### src/rtl/mem_arbiter.sv
`default_nettype none
// ============================================================================
// Module   : mem_arbiter
// Purpose  : Two-master AXI4-Lite arbiter in front of a single-port SRAM.
//            Master 0 (IFU) issues reads only; master 1 (LSU) issues reads
//            and writes. One transaction is granted at a time and the grant
//            is held until its response handshake. Channels are forwarded
//            combinationally while granted. A watchdog closes any granted
//            transaction that stays open for TIMEOUT cycles and answers the
//            granted master with SLVERR.
// Ports    : clk, rst (synchronous, active-high)
//            m0_ar*/m0_r*           : IFU read channels
//            m1_ar*/m1_r*           : LSU read channels
//            m1_aw*/m1_w*/m1_b*     : LSU write channels
//            s_*                    : slave-side mirrors of the above
// Params   : TIMEOUT  cycles before the watchdog fires (>= 4)
// Macro    : ARB_RR_EN  defined   -> round-robin between m0 and m1
//                       undefined -> fixed priority m1 write > m1 read > m0
// Revision : 1.0  initial release
// ============================================================================
module mem_arbiter #(
  parameter int TIMEOUT = 256
) (
  input  logic        clk,
  input  logic        rst,
  // IFU read
  input  logic        m0_arvalid,
  input  logic [31:0] m0_araddr,
  output logic        m0_arready,
  output logic        m0_rvalid,
  output logic [31:0] m0_rdata,
  output logic [1:0]  m0_rresp,
  input  logic        m0_rready,
  // LSU read
  input  logic        m1_arvalid,
  input  logic [31:0] m1_araddr,
  output logic        m1_arready,
  output logic        m1_rvalid,
  output logic [31:0] m1_rdata,
  output logic [1:0]  m1_rresp,
  input  logic        m1_rready,
  // LSU write
  input  logic        m1_awvalid,
  input  logic [31:0] m1_awaddr,
  input  logic        m1_wvalid,
  input  logic [31:0] m1_wdata,
  input  logic [3:0]  m1_wstrb,
  output logic        m1_awready,
  output logic        m1_wready,
  output logic        m1_bvalid,
  output logic [1:0]  m1_bresp,
  input  logic        m1_bready,
  // Slave side
  output logic        s_arvalid,
  output logic [31:0] s_araddr,
  input  logic        s_arready,
  input  logic        s_rvalid,
  input  logic [31:0] s_rdata,
  input  logic [1:0]  s_rresp,
  output logic        s_rready,
  output logic        s_awvalid,
  output logic [31:0] s_awaddr,
  input  logic        s_awready,
  output logic        s_wvalid,
  output logic [31:0] s_wdata,
  output logic [3:0]  s_wstrb,
  input  logic        s_wready,
  input  logic        s_bvalid,
  input  logic [1:0]  s_bresp,
  output logic        s_bready
);

  // Counter is at least 8 bits and at most 16 bits wide.
  localparam int c_CNT_W = ($clog2(TIMEOUT) < 8)  ? 8 :
                           ($clog2(TIMEOUT) > 16) ? 16 : $clog2(TIMEOUT);
  localparam logic [c_CNT_W-1:0] c_CNT_LAST = c_CNT_W'(TIMEOUT - 1);

  typedef enum logic [2:0] {
    S_IDLE = 3'd0,
    S_RD0  = 3'd1,
    S_RD1  = 3'd2,
    S_WR1  = 3'd3,
    S_TOUT = 3'd4
  } state_t;

  state_t               r_state;
  state_t               w_state_nxt;
  state_t               r_owner;    // grant state that led into TOUT
  logic                 r_ar_done;
  logic                 r_aw_done;
  logic                 r_w_done;
  logic [c_CNT_W-1:0]   r_cnt;
  logic                 w_expire;
`ifdef ARB_RR_EN
  logic                 r_last;     // 1: m1 was served most recently
`endif

  assign w_expire = (r_cnt == c_CNT_LAST);

  always_comb begin
    w_state_nxt = r_state;
    m0_arready  = 1'b0;
    m0_rvalid   = 1'b0;
    m0_rdata    = '0;
    m0_rresp    = '0;
    m1_arready  = 1'b0;
    m1_rvalid   = 1'b0;
    m1_rdata    = '0;
    m1_rresp    = '0;
    m1_awready  = 1'b0;
    m1_wready   = 1'b0;
    m1_bvalid   = 1'b0;
    m1_bresp    = '0;
    s_arvalid   = 1'b0;
    s_araddr    = '0;
    s_rready    = 1'b0;
    s_awvalid   = 1'b0;
    s_awaddr    = '0;
    s_wvalid    = 1'b0;
    s_wdata     = '0;
    s_wstrb     = '0;
    s_bready    = 1'b0;

    case (r_state)
      S_IDLE: begin
`ifdef ARB_RR_EN
        // m1 wins unless m0 also requests and m1 was the last one served.
        if ((m1_awvalid || m1_arvalid) && (!m0_arvalid || !r_last))
          w_state_nxt = m1_awvalid ? S_WR1 : S_RD1;
        else if (m0_arvalid)
          w_state_nxt = S_RD0;
`else
        if (m1_awvalid)
          w_state_nxt = S_WR1;
        else if (m1_arvalid)
          w_state_nxt = S_RD1;
        else if (m0_arvalid)
          w_state_nxt = S_RD0;
`endif
      end

      S_RD0: begin
        s_araddr   = m0_araddr;
        s_arvalid  = m0_arvalid & ~r_ar_done;
        m0_arready = s_arready & ~r_ar_done;
        m0_rvalid  = s_rvalid;
        m0_rdata   = s_rdata;
        m0_rresp   = s_rresp;
        s_rready   = m0_rready;
        // A response in the expiry cycle still completes normally.
        if (s_rvalid && m0_rready)
          w_state_nxt = S_IDLE;
        else if (w_expire)
          w_state_nxt = S_TOUT;
      end

      S_RD1: begin
        s_araddr   = m1_araddr;
        s_arvalid  = m1_arvalid & ~r_ar_done;
        m1_arready = s_arready & ~r_ar_done;
        m1_rvalid  = s_rvalid;
        m1_rdata   = s_rdata;
        m1_rresp   = s_rresp;
        s_rready   = m1_rready;
        if (s_rvalid && m1_rready)
          w_state_nxt = S_IDLE;
        else if (w_expire)
          w_state_nxt = S_TOUT;
      end

      S_WR1: begin
        s_awaddr   = m1_awaddr;
        s_awvalid  = m1_awvalid & ~r_aw_done;
        m1_awready = s_awready & ~r_aw_done;
        s_wdata    = m1_wdata;
        s_wstrb    = m1_wstrb;
        s_wvalid   = m1_wvalid & ~r_w_done;
        m1_wready  = s_wready & ~r_w_done;
        m1_bvalid  = s_bvalid;
        m1_bresp   = s_bresp;
        s_bready   = m1_bready;
        if (s_bvalid && m1_bready)
          w_state_nxt = S_IDLE;
        else if (w_expire)
          w_state_nxt = S_TOUT;
      end

      S_TOUT: begin
        // Slave side stays silent so a late response is never accepted.
        case (r_owner)
          S_RD0: begin
            m0_rvalid = 1'b1;
            m0_rresp  = 2'b10;
            if (m0_rready) w_state_nxt = S_IDLE;
          end
          S_RD1: begin
            m1_rvalid = 1'b1;
            m1_rresp  = 2'b10;
            if (m1_rready) w_state_nxt = S_IDLE;
          end
          S_WR1: begin
            m1_bvalid = 1'b1;
            m1_bresp  = 2'b10;
            if (m1_bready) w_state_nxt = S_IDLE;
          end
          default: w_state_nxt = S_IDLE;
        endcase
      end

      default: w_state_nxt = S_IDLE;
    endcase
  end

  always_ff @(posedge clk) begin
    if (rst) begin
      r_state   <= S_IDLE;
      r_owner   <= S_IDLE;
      r_ar_done <= 1'b0;
      r_aw_done <= 1'b0;
      r_w_done  <= 1'b0;
      r_cnt     <= '0;
`ifdef ARB_RR_EN
      r_last    <= 1'b1;
`endif
    end else begin
      r_state <= w_state_nxt;
      if (r_state == S_IDLE) begin
        // Everything per-transaction restarts on the way into a grant.
        r_ar_done <= 1'b0;
        r_aw_done <= 1'b0;
        r_w_done  <= 1'b0;
        r_cnt     <= '0;
        r_owner   <= w_state_nxt;
`ifdef ARB_RR_EN
        if (w_state_nxt != S_IDLE)
          r_last <= (w_state_nxt != S_RD0);
`endif
      end else if (r_state != S_TOUT) begin
        r_cnt <= r_cnt + c_CNT_W'(1);
        if (s_arvalid && s_arready) r_ar_done <= 1'b1;
        if (s_awvalid && s_awready) r_aw_done <= 1'b1;
        if (s_wvalid && s_wready)   r_w_done  <= 1'b1;
      end
    end
  end

endmodule
`default_nettype wire

### config.mk
export PLATFORM = sky130hd
export DESIGN_NAME = mem_arbiter
export DESIGN_NICKNAME = d
export VERILOG_FILES = /design/src/rtl/mem_arbiter.sv
export SDC_FILE = /design/constraint.sdc
export NUM_CORES = 1
export LEC_CHECK = 0
export CAP_MARGIN = 25
export CORE_AREA = 3 3 139 141
export CTS_CLUSTER_DIAMETER = 60
export CTS_CLUSTER_SIZE = 25
export DETAILED_ROUTE_END_ITERATION = 8
export DIE_AREA = 0 0 142 144
export DONT_BUFFER_PORTS = 1
export GPL_ROUTABILITY_DRIVEN = 0
export PLACE_DENSITY = 0.35
export SLEW_MARGIN = 30
export SYNTH_ARGS = -nofsm -noshare
export SYNTH_HDL_FRONTEND = slang
export SYNTH_SLANG_ARGS = --single-unit
### constraint.sdc
create_clock -name clk -period 4 [get_ports clk]
set_input_delay 1 -clock clk [delete_from_list [all_inputs] [get_ports clk]]
set_output_delay 1 -clock clk [all_outputs]
set_load 0.02 [all_outputs]
==> run metrics, run 1 <==
CTS tree=done; crit path max fanout=79; WP data required=3.00 ns; Critical Path End Type=output pin; Setup-failing EPs final=0; area leader, netlist=and3_1; initial drt markers=140; io pins=364; worst hold path class=flop to flop; Routed Antenna Nets=0; Initial Util=12.3%; largest net degree at the start of global routing=106; Max H-tree Level=1; die area=20,400 um2; DRC Markers=0; WL final=13.2 mm; RSZ-0062 raised after global routing=false; cell with the most instances after synthesis=and3_1; clk buf depth=2; Vias=2,586; Startpoint Class=flop; Syn. warnings=0; synth-to-layout area growth=18.3%; clk sink count=17; CTS buffer count=3; EDFF count, synth=0; Crit Path Category=flop to output pin; clock slew at reported path FFs=0.05 ns; relative slew slack=50.1%; Cell variety after synth=39; post-route setup TNS=0 ns; row count=49; endpoints failing hold=0; Synthesized Nets=504; top cells by area, synth=and3_1, dfxtp_1, a22o_1, and2_1, clkbuf_1; multi-input logic area=1700 um2; Fill cells=2,057; post-layout util=14.5%; antenna violations before repair=2; status=finished clean; TritonRoute pass-1 iters=4; ys flop type=dfxtp_1; post-CTS sizing=0; final worst-path cycle share=85.1%; Worst-Margin Slew=0.748 ns; Syn Area/Cell=6.92 um2; Buffers on Ports=0; crit path DAT=2.40 ns; # nets final=495; MaxCap Viol Count=0; Clock Latency Late Sink=0.25 ns; Async SR Flop Fraction=0%; Leak Pwr=1.31 nW; wire per inst=24.4 um; fin crit period=3.40 ns; clock skew=0.00232 ns; Clk Tree Root Cell=clkbuf_16; fmax=294 MHz; peak supply drop=122 uV; grt ovf=0; hold_ws=0.443 ns; number of synthesized register bits=17; Die Wd=142 um; hold buffers post-CTS=0; Die H=144 um; max-slew violations=0; dpl hpwl=11.3 mm; Post-synth top cells=and3_1, and2_1, a22o_1; Via density=4.78; Core Area=18,100 um2; Total GRT Usage=10.3%; fraction of layout cells with a size suffix above 1=11.3%; first-pass GRT wire length=15.4 mm; R2R setup slack=2.04 ns; # Post-CTS Setup Buffers=0; FF+latch area=342 um2; PD cells=423 nW/um2; sequential-to-total area share from yosys stat=15.3%; post-synthesis cell count=321; vias in the first global route=2,258; share of the synthesized area in the top cell type=29.3%; Mapped Area=2220 um2
-- cells by family (layout without fill, tap and decap cells) --
group	Yosys count	after routing	share of synthesized area, %
AOI/OAI and AO/OA	56	56	20.1
xor gates and xnor gates	5	5	1.97
adders and majority gates	1	1	0.563
buffers and inverters	45	35	8.84
DFF	17	17	15.3
muxes	2	2	0.901
other	0	1	0
and+or+nand+nor	195	195	52.3
-- path summary, 6_finish.rpt --
path	from	depth (start not counted)	to
setup reg to reg	r_state[0]	5	r_aw_done
hold / removal	r_owner[2]	2	r_owner[2]
setup / recovery	r_state[1]	6	s_araddr[9]
hold reg to reg	r_owner[2]	2	r_owner[2]
-- where the power goes --
part | internal [mW] | switching, mW
Combinational | 0.193 | 0.511
Sequential | 0.183 | 0.0229
Clock | 0.134 | 0.0684
-- critical path, cell delays in order (launching register included) --
cell and delay, ns:
dfxtp_2 0.32, buf_4 0.42, inv_1 0.24, nor3_4 0.21
buf_4 0.49, a22o_1 0.26, buf_4 0.15
-- metrics by stage --
step	area, um2	power (mW)	cells	setup slack (ns)
floorplan	2220	0.786	321	1.35
global placement	2540	0.910	536	0.898
detailed placement	2540	0.915	536	0.822
CTS	2620	1.12	540	0.544
global route	2630	1.17	541	0.377
finish	2630	1.11	541	0.597
-- state kept, by name, summed over array words and instances (netlist names) --
signal and flops:
r_ar_done 1, r_state 3, r_aw_done 1, r_owner 3
r_w_done 1, r_cnt 8
-- per-layer routing --
layer / part of all wire (%) / global-route usage, %
met1: 35 / 10.9
met5: 0 / 0
met3: 11 / 2.91
met4: 1.3 / 2.17
met2: 53 / 20.3
-- layout make-up --
cell class	count	area share (%)
Multi-Input combinational cell	259	64.6
Antenna cell	1	0.0953
Sequential cell	17	13.0
Clock inverter	1	0.191
Clock buffer	3	2.86
Timing Repair Buffer	27	7.72
Inverter	4	0.572
Tap cell	229	10.9
-- cells in the final DEF, fill, tap and decap left out, types with 2 or more instances in the layout --
master	Yosys	layout
and3_1	104	104
and2_1	35	35
a22o_1	33	33
buf_4	3	27
nor2_1	16	16
dfxtp_1	17	16
nand2_1	15	15
nor3b_1	7	7
o21ai_0	5	5
inv_1	4	4
a21oi_1	4	4
nor3_1	3	3
a211oi_1	3	3
nand4_1	3	3
xor2_1	3	3
a31oi_1	3	3
clkbuf_16	0	3
a32o_1	2	2
and3b_1	2	2
nand3_1	2	2
mux2i_1	2	2
o32ai_1	2	2
xnor2_1	2	2
No activity file was read; power rests on OpenSTA's default activity.
==> run 2, diff against run 1 <==
--- a/config.mk
+++ b/config.mk
@@ -15,4 +15,5 @@
 export GPL_ROUTABILITY_DRIVEN = 0
 export PLACE_DENSITY = 0.35
+export SKIP_CTS_REPAIR_TIMING = 1
 export SLEW_MARGIN = 30
 export SYNTH_ARGS = -nofsm -noshare
==> constraint.sdc (replaced) <==
create_clock -name clk -period 4 [get_ports clk]
set_input_delay 1 -clock clk [delete_from_list [all_inputs] [get_ports clk]]
set_output_delay 1 -clock clk [all_outputs]
set_load 0.01 [all_outputs]
==> run 2 against run 1 <==
Effect of this change:
- clock skew about the same
- sequential power about the same
- power decreased by 15%
- non-clock buffer count decreased by 18
- count of clock-buffer cells in the layout increased by 1
- core utilization decreased by 0.77 points
- cell count decreased by 3.5%
- sequential share of layout area increased by 0.73 points
- clock power about the same
- maximum frequency increased by 6.8%
- critical endpoint is now m0_rresp[1]
- largest cell class unchanged
==> run metrics, run 2 (synthesis results as in run 1) <==
Crit Path Category=flop to output pin; Leak Pwr=1.21 nW; Critical Path End Type=output pin; Clock Latency Late Sink=0.25 ns; # nets final=477; RSZ-0062 raised after global routing=false; biggest regs=r_cnt (8), r_owner (3), r_state (3); first-pass GRT wire length=15.7 mm; Die Wd=142 um; Flop pwr share=21.8%; Switch Pwr=0.464 mW; crit path DAT=2.19 ns; Via density=4.81; Core Area=18,100 um2; fraction of layout cells with a size suffix above 1=5.46%; Max H-tree Level=1; die area=20,400 um2; PD cells=379 nW/um2; post-route setup TNS=0 ns; row count=49; post-layout util=13.8%; Routed Antenna Nets=0; Startpoint Class=flop; antenna violations before repair=2; CP max stage delay=0.53 ns; fin crit period=3.19 ns; CTS tree=done; WP data required=3.00 ns; vias in the first global route=2,238; worst-path cell chain=or3b_1 -> nor2_1 -> nand2_1 -> o21ai_0 -> buf_4; io pins=364; clock share of power=21.4%; Die H=144 um; CTS buffer count=3; clk sink count=17; final worst-path cycle share=79.6%; crit path max fanout=8; clock slew at reported path FFs=0.05 ns; peak supply drop=109 uV; Critical-path top delay cell=dfxtp_1; sw frac=49.2%; grt ovf=0; Setup-failing EPs final=0; Initial Util=12.3%; TritonRoute pass-1 iters=4; initial drt markers=110; Worst-Margin Slew=0.736 ns; status=finished clean; WL final=13.4 mm; worst hold path class=flop to flop; synth-to-layout area growth=12.0%; most frequent cells in the layout=and3_1, and2_1, a22o_1; diodes inserted=0; commonest non-fill, non-tap cell in the layout=and3_1; relative slew slack=50.9%; Clk Tree Root Cell=clkbuf_16; MaxCap Viol Count=0; Logic pwr share=56.8%; DRC Markers=0; Total GRT Usage=10.7%; clock skew=0.00214 ns; Vias=2,512; clk buf depth=2; dpl hpwl=11.5 mm; endpoints failing hold=0; fmax=314 MHz; max-slew violations=0; Buffers on Ports=0; wire per inst=25.7 um; max reg flops=8; largest net degree at the start of global routing=104; Reg with most FFs=r_cnt; Int Power=0.479 mW
==> run 2: cell types whose count changed in the layout (fill, tap and decap cells not counted), sizes merged <==
cell | previous run | this run
buf | 27 | 9
clkbuf | 3 | 4
clkinv | 1 | 0
diode | 1 | 0
==> run 2: layer usage <==
metal	part of all wire, %	vias up	GRT usage [%]
li1	-	1110	-
met1	35	1157	11.6
met2	54	237	21.0
met3	9.9	8	2.48
met4	0.92	0	2.42
met5	0	-	0
==> run 2: power by group through the flow <==
stage / sequential, mW / clock [mW] / combinational (mW)
detailed placement: 0.210 / 0 / 0.541
global route: 0.210 / 0.216 / 0.580
CTS: 0.207 / 0.210 / 0.542
global placement: 0.209 / 0 / 0.535
finish: 0.206 / 0.202 / 0.535
floorplan: 0.191 / 0 / 0.453
==> run 2: worst max-delay path: cells and delay by family, from the launching register on <==
family	cells	cell delay [ns]
AO/OA/AOI/OAI	1	0.23
buffers and inverters	1	0.17
flip-flops	1	0.53
AND/OR/NAND/NOR	3	0.99
==> run 2: cell type report <==
| type | instances | area (um2) |
|---|---|---|
| Timing Repair Buffer | 9 | 67.6 |
| Sequential cell | 17 | 342 |
| Multi-Input combinational cell | 259 | 1700 |
| Clock buffer | 4 | 78.8 |
| Inverter | 4 | 15.0 |
| Fill cell | 2079 | 15600 |
| Tap cell | 229 | 287 |
==> run 2: final timing paths <==
path                    from          end  slack [ns]  cells past startpoint
setup / recovery  r_state[2]  m0_rresp[1]        0.81                      5
hold / removal    r_owner[2]   r_owner[2]        0.45                      2
setup reg to reg  r_state[2]   r_state[2]        2.27                      3
hold reg to reg   r_owner[2]   r_owner[2]        0.45                      2
==> run 2: through the flow <==
stage               worst slack [ns]  cells  power [mW]  hold slack [ns]  instance area [um2]
floorplan                       1.55    321       0.643            0.417                 2220
global placement                1.10    518       0.745            0.442                 2410
detailed placement              1.08    518       0.751            0.440                 2410
CTS                            0.790    522       0.959            0.448                 2490
global route                   0.670    522        1.01            0.469                 2490
finish                         0.814    522       0.943            0.446                 2490
==> run 3, diff against run 2 <==
clock period = 3.2 ns   (was 4 ns; I/O delays follow)
==> run 3 against run 2 <==
Effect of this change:
- critical path depth down 1
- core utilization up 0.33 points
- non-clock buffer count up 3
- register-to-register slack worse by 1.0 ns
- cell count up 1.1%
- critical path type unchanged
- critical endpoint is now m1_bresp[1]
==> run metrics, run 3 (synthesis results as in run 1) <==
fraction of layout cells with a size suffix above 1=6.76%; RSZ-0062 raised after global routing=false; Buffers on Ports=0; final worst-path cycle share=92.6%; WL final=13.3 mm; Initial Util=12.3%; endpoints failing hold=0; Vias=2,542; Routed Antenna Nets=0; largest net degree at the start of global routing=98; worst r2r dst=r_w_done; clk buf depth=2; # nets final=480; grt ovf=0; Reg2Reg Depth=5; die area=20,400 um2; relative slew slack=63.1%; initial drt markers=81; MaxCap Viol Count=0; first-pass GRT wire length=15.4 mm; final worst slack=0.237 ns; CP max stage delay=0.58 ns; antenna violations before repair=4; fmax=338 MHz; WHS Endpoint=r_owner[2]; post-route setup TNS=0 ns; critical path buffer and inverter count=1; commonest non-fill, non-tap cell in the layout=and3_1; Switch Pwr=0.586 mW; worst hold path class=flop to flop; crit path DAT=2.16 ns; TritonRoute pass-1 iters=6; Worst-Margin Slew=0.552 ns; Worst Hold Launch=r_owner[2]; Total GRT Usage=10.5%; io pins=364; sw frac=48.9%; max-slew violations=0; Startpoint Class=flop; clock skew=0.00465 ns; PD cells=470 nW/um2; most frequent cells in the layout=and3_1, and2_1, a22o_1; biggest regs=r_cnt (8), r_owner (3), r_state (3); synth-to-layout area growth=14.7%; Leak Pwr=1.24 nW; Via density=4.81; Setup-failing EPs final=0; cell family with most CP delay=simple AND/OR/NAND/NOR gates; Die Wd=142 um; CTS buffer count=3; max reg flops=8; Max H-tree Level=1; Power, Total=1.20 mW; dpl hpwl=11.5 mm; R2R setup slack=1.27 ns; Clock Latency Late Sink=0.25 ns; Die H=144 um; WP data required=2.40 ns; row count=49; Reg-to-Reg Start=r_state[0]; fin crit period=2.96 ns; clock share of power=21.5%; wire per inst=25.2 um; Critical-path top delay cell=dfxtp_1; worst-path cell chain=nor2b_4 -> buf_6 -> and2_1 -> a32o_1; Clk Tree Root Cell=clkbuf_16; Post-Place Setup Slack=0.371 ns; status=finished clean; Flop pwr share=21.7%; Core Area=18,100 um2; DRC Markers=0; Int Power=0.612 mW; number of cells on the worst hold path=2; vias in the first global route=2,242; CTS tree=done; Reg with most FFs=r_cnt; Crit Path Category=flop to output pin; crit path max fanout=97; clock slew at reported path FFs=0.06 ns; Critical Path End Type=output pin; clk sink count=17; Logic pwr share=56.8%; peak supply drop=154 uV
run 3: changes by cell type in the layout (fill, tap and decap cells not counted), sizes merged:
cell    change
buf         +3
clkinv      +1
clkbuf      -1
diode       +3
run 3: worst max path at each step:
stage | cells after the start | slack, ns | start | end
final | 4 | 0.24 | r_state[0] | m1_bresp[1]
after global routing | 4 | 0.03 | r_state[0] | m1_bresp[1]
after CTS | 4 | 0.09 | r_state[0] | m1_bresp[1]
after detailed placement | 4 | 0.37 | r_state[0] | m1_bresp[1]
after global placement | 6 | 0.48 | r_state[2] | m0_rresp[1]
after floorplan | 6 | 0.95 | r_state[1] | m1_rresp[1]
run 3: cell type report:
type	count	area [um2]
fillers	2078	15500
flip-flops and latches	17	342
clock inverters	1	5.00
inverters	4	15.0
multi-input cells	259	1700
diodes	3	7.51
clock buffers	3	75.1
well taps	229	287
repair buffers	12	119
run 3: per-stage QoR:
| step | std cells | hold slack (ns) | utilization, % | instance area, um2 |
|---|---|---|---|---|
| global placement | 521 | 0.437 | 13.6 | 2460 |
| CTS | 525 | 0.448 | 14.0 | 2540 |
| floorplan | 321 | 0.417 | - | 2220 |
| detailed placement | 521 | 0.440 | 13.6 | 2460 |
| global route | 527 | 0.466 | 14.1 | 2540 |
| finish | 528 | 0.446 | 14.1 | 2550 |
run 3: metal layers:
layer,vias to the layer above,GRT usage (%),part of all wire [%]
li1,1119,-,-
met1,1186,11.9,37
met2,227,20.0,52
met3,10,2.31,9.1
met4,0,2.12,1.2
met5,-,0,0
run 3: tightest hold or removal path, delay by kind of cell (launching register included):
| family | cells | cell delay (ns) |
|---|---|---|
| buffers and inverters | 1 | 0.05 |
| and+or+nand+nor | 1 | 0.03 |
| DFF | 1 | 0.32 |
run 3: power groups by stage:
stage               combinational [mW]  clock [mW]  sequential [mW]
floorplan                        0.566           0            0.239
global placement                 0.676           0            0.264
detailed placement               0.681           0            0.265
CTS                              0.684       0.262            0.261
global route                     0.736       0.274            0.264
finish                           0.681       0.257            0.260
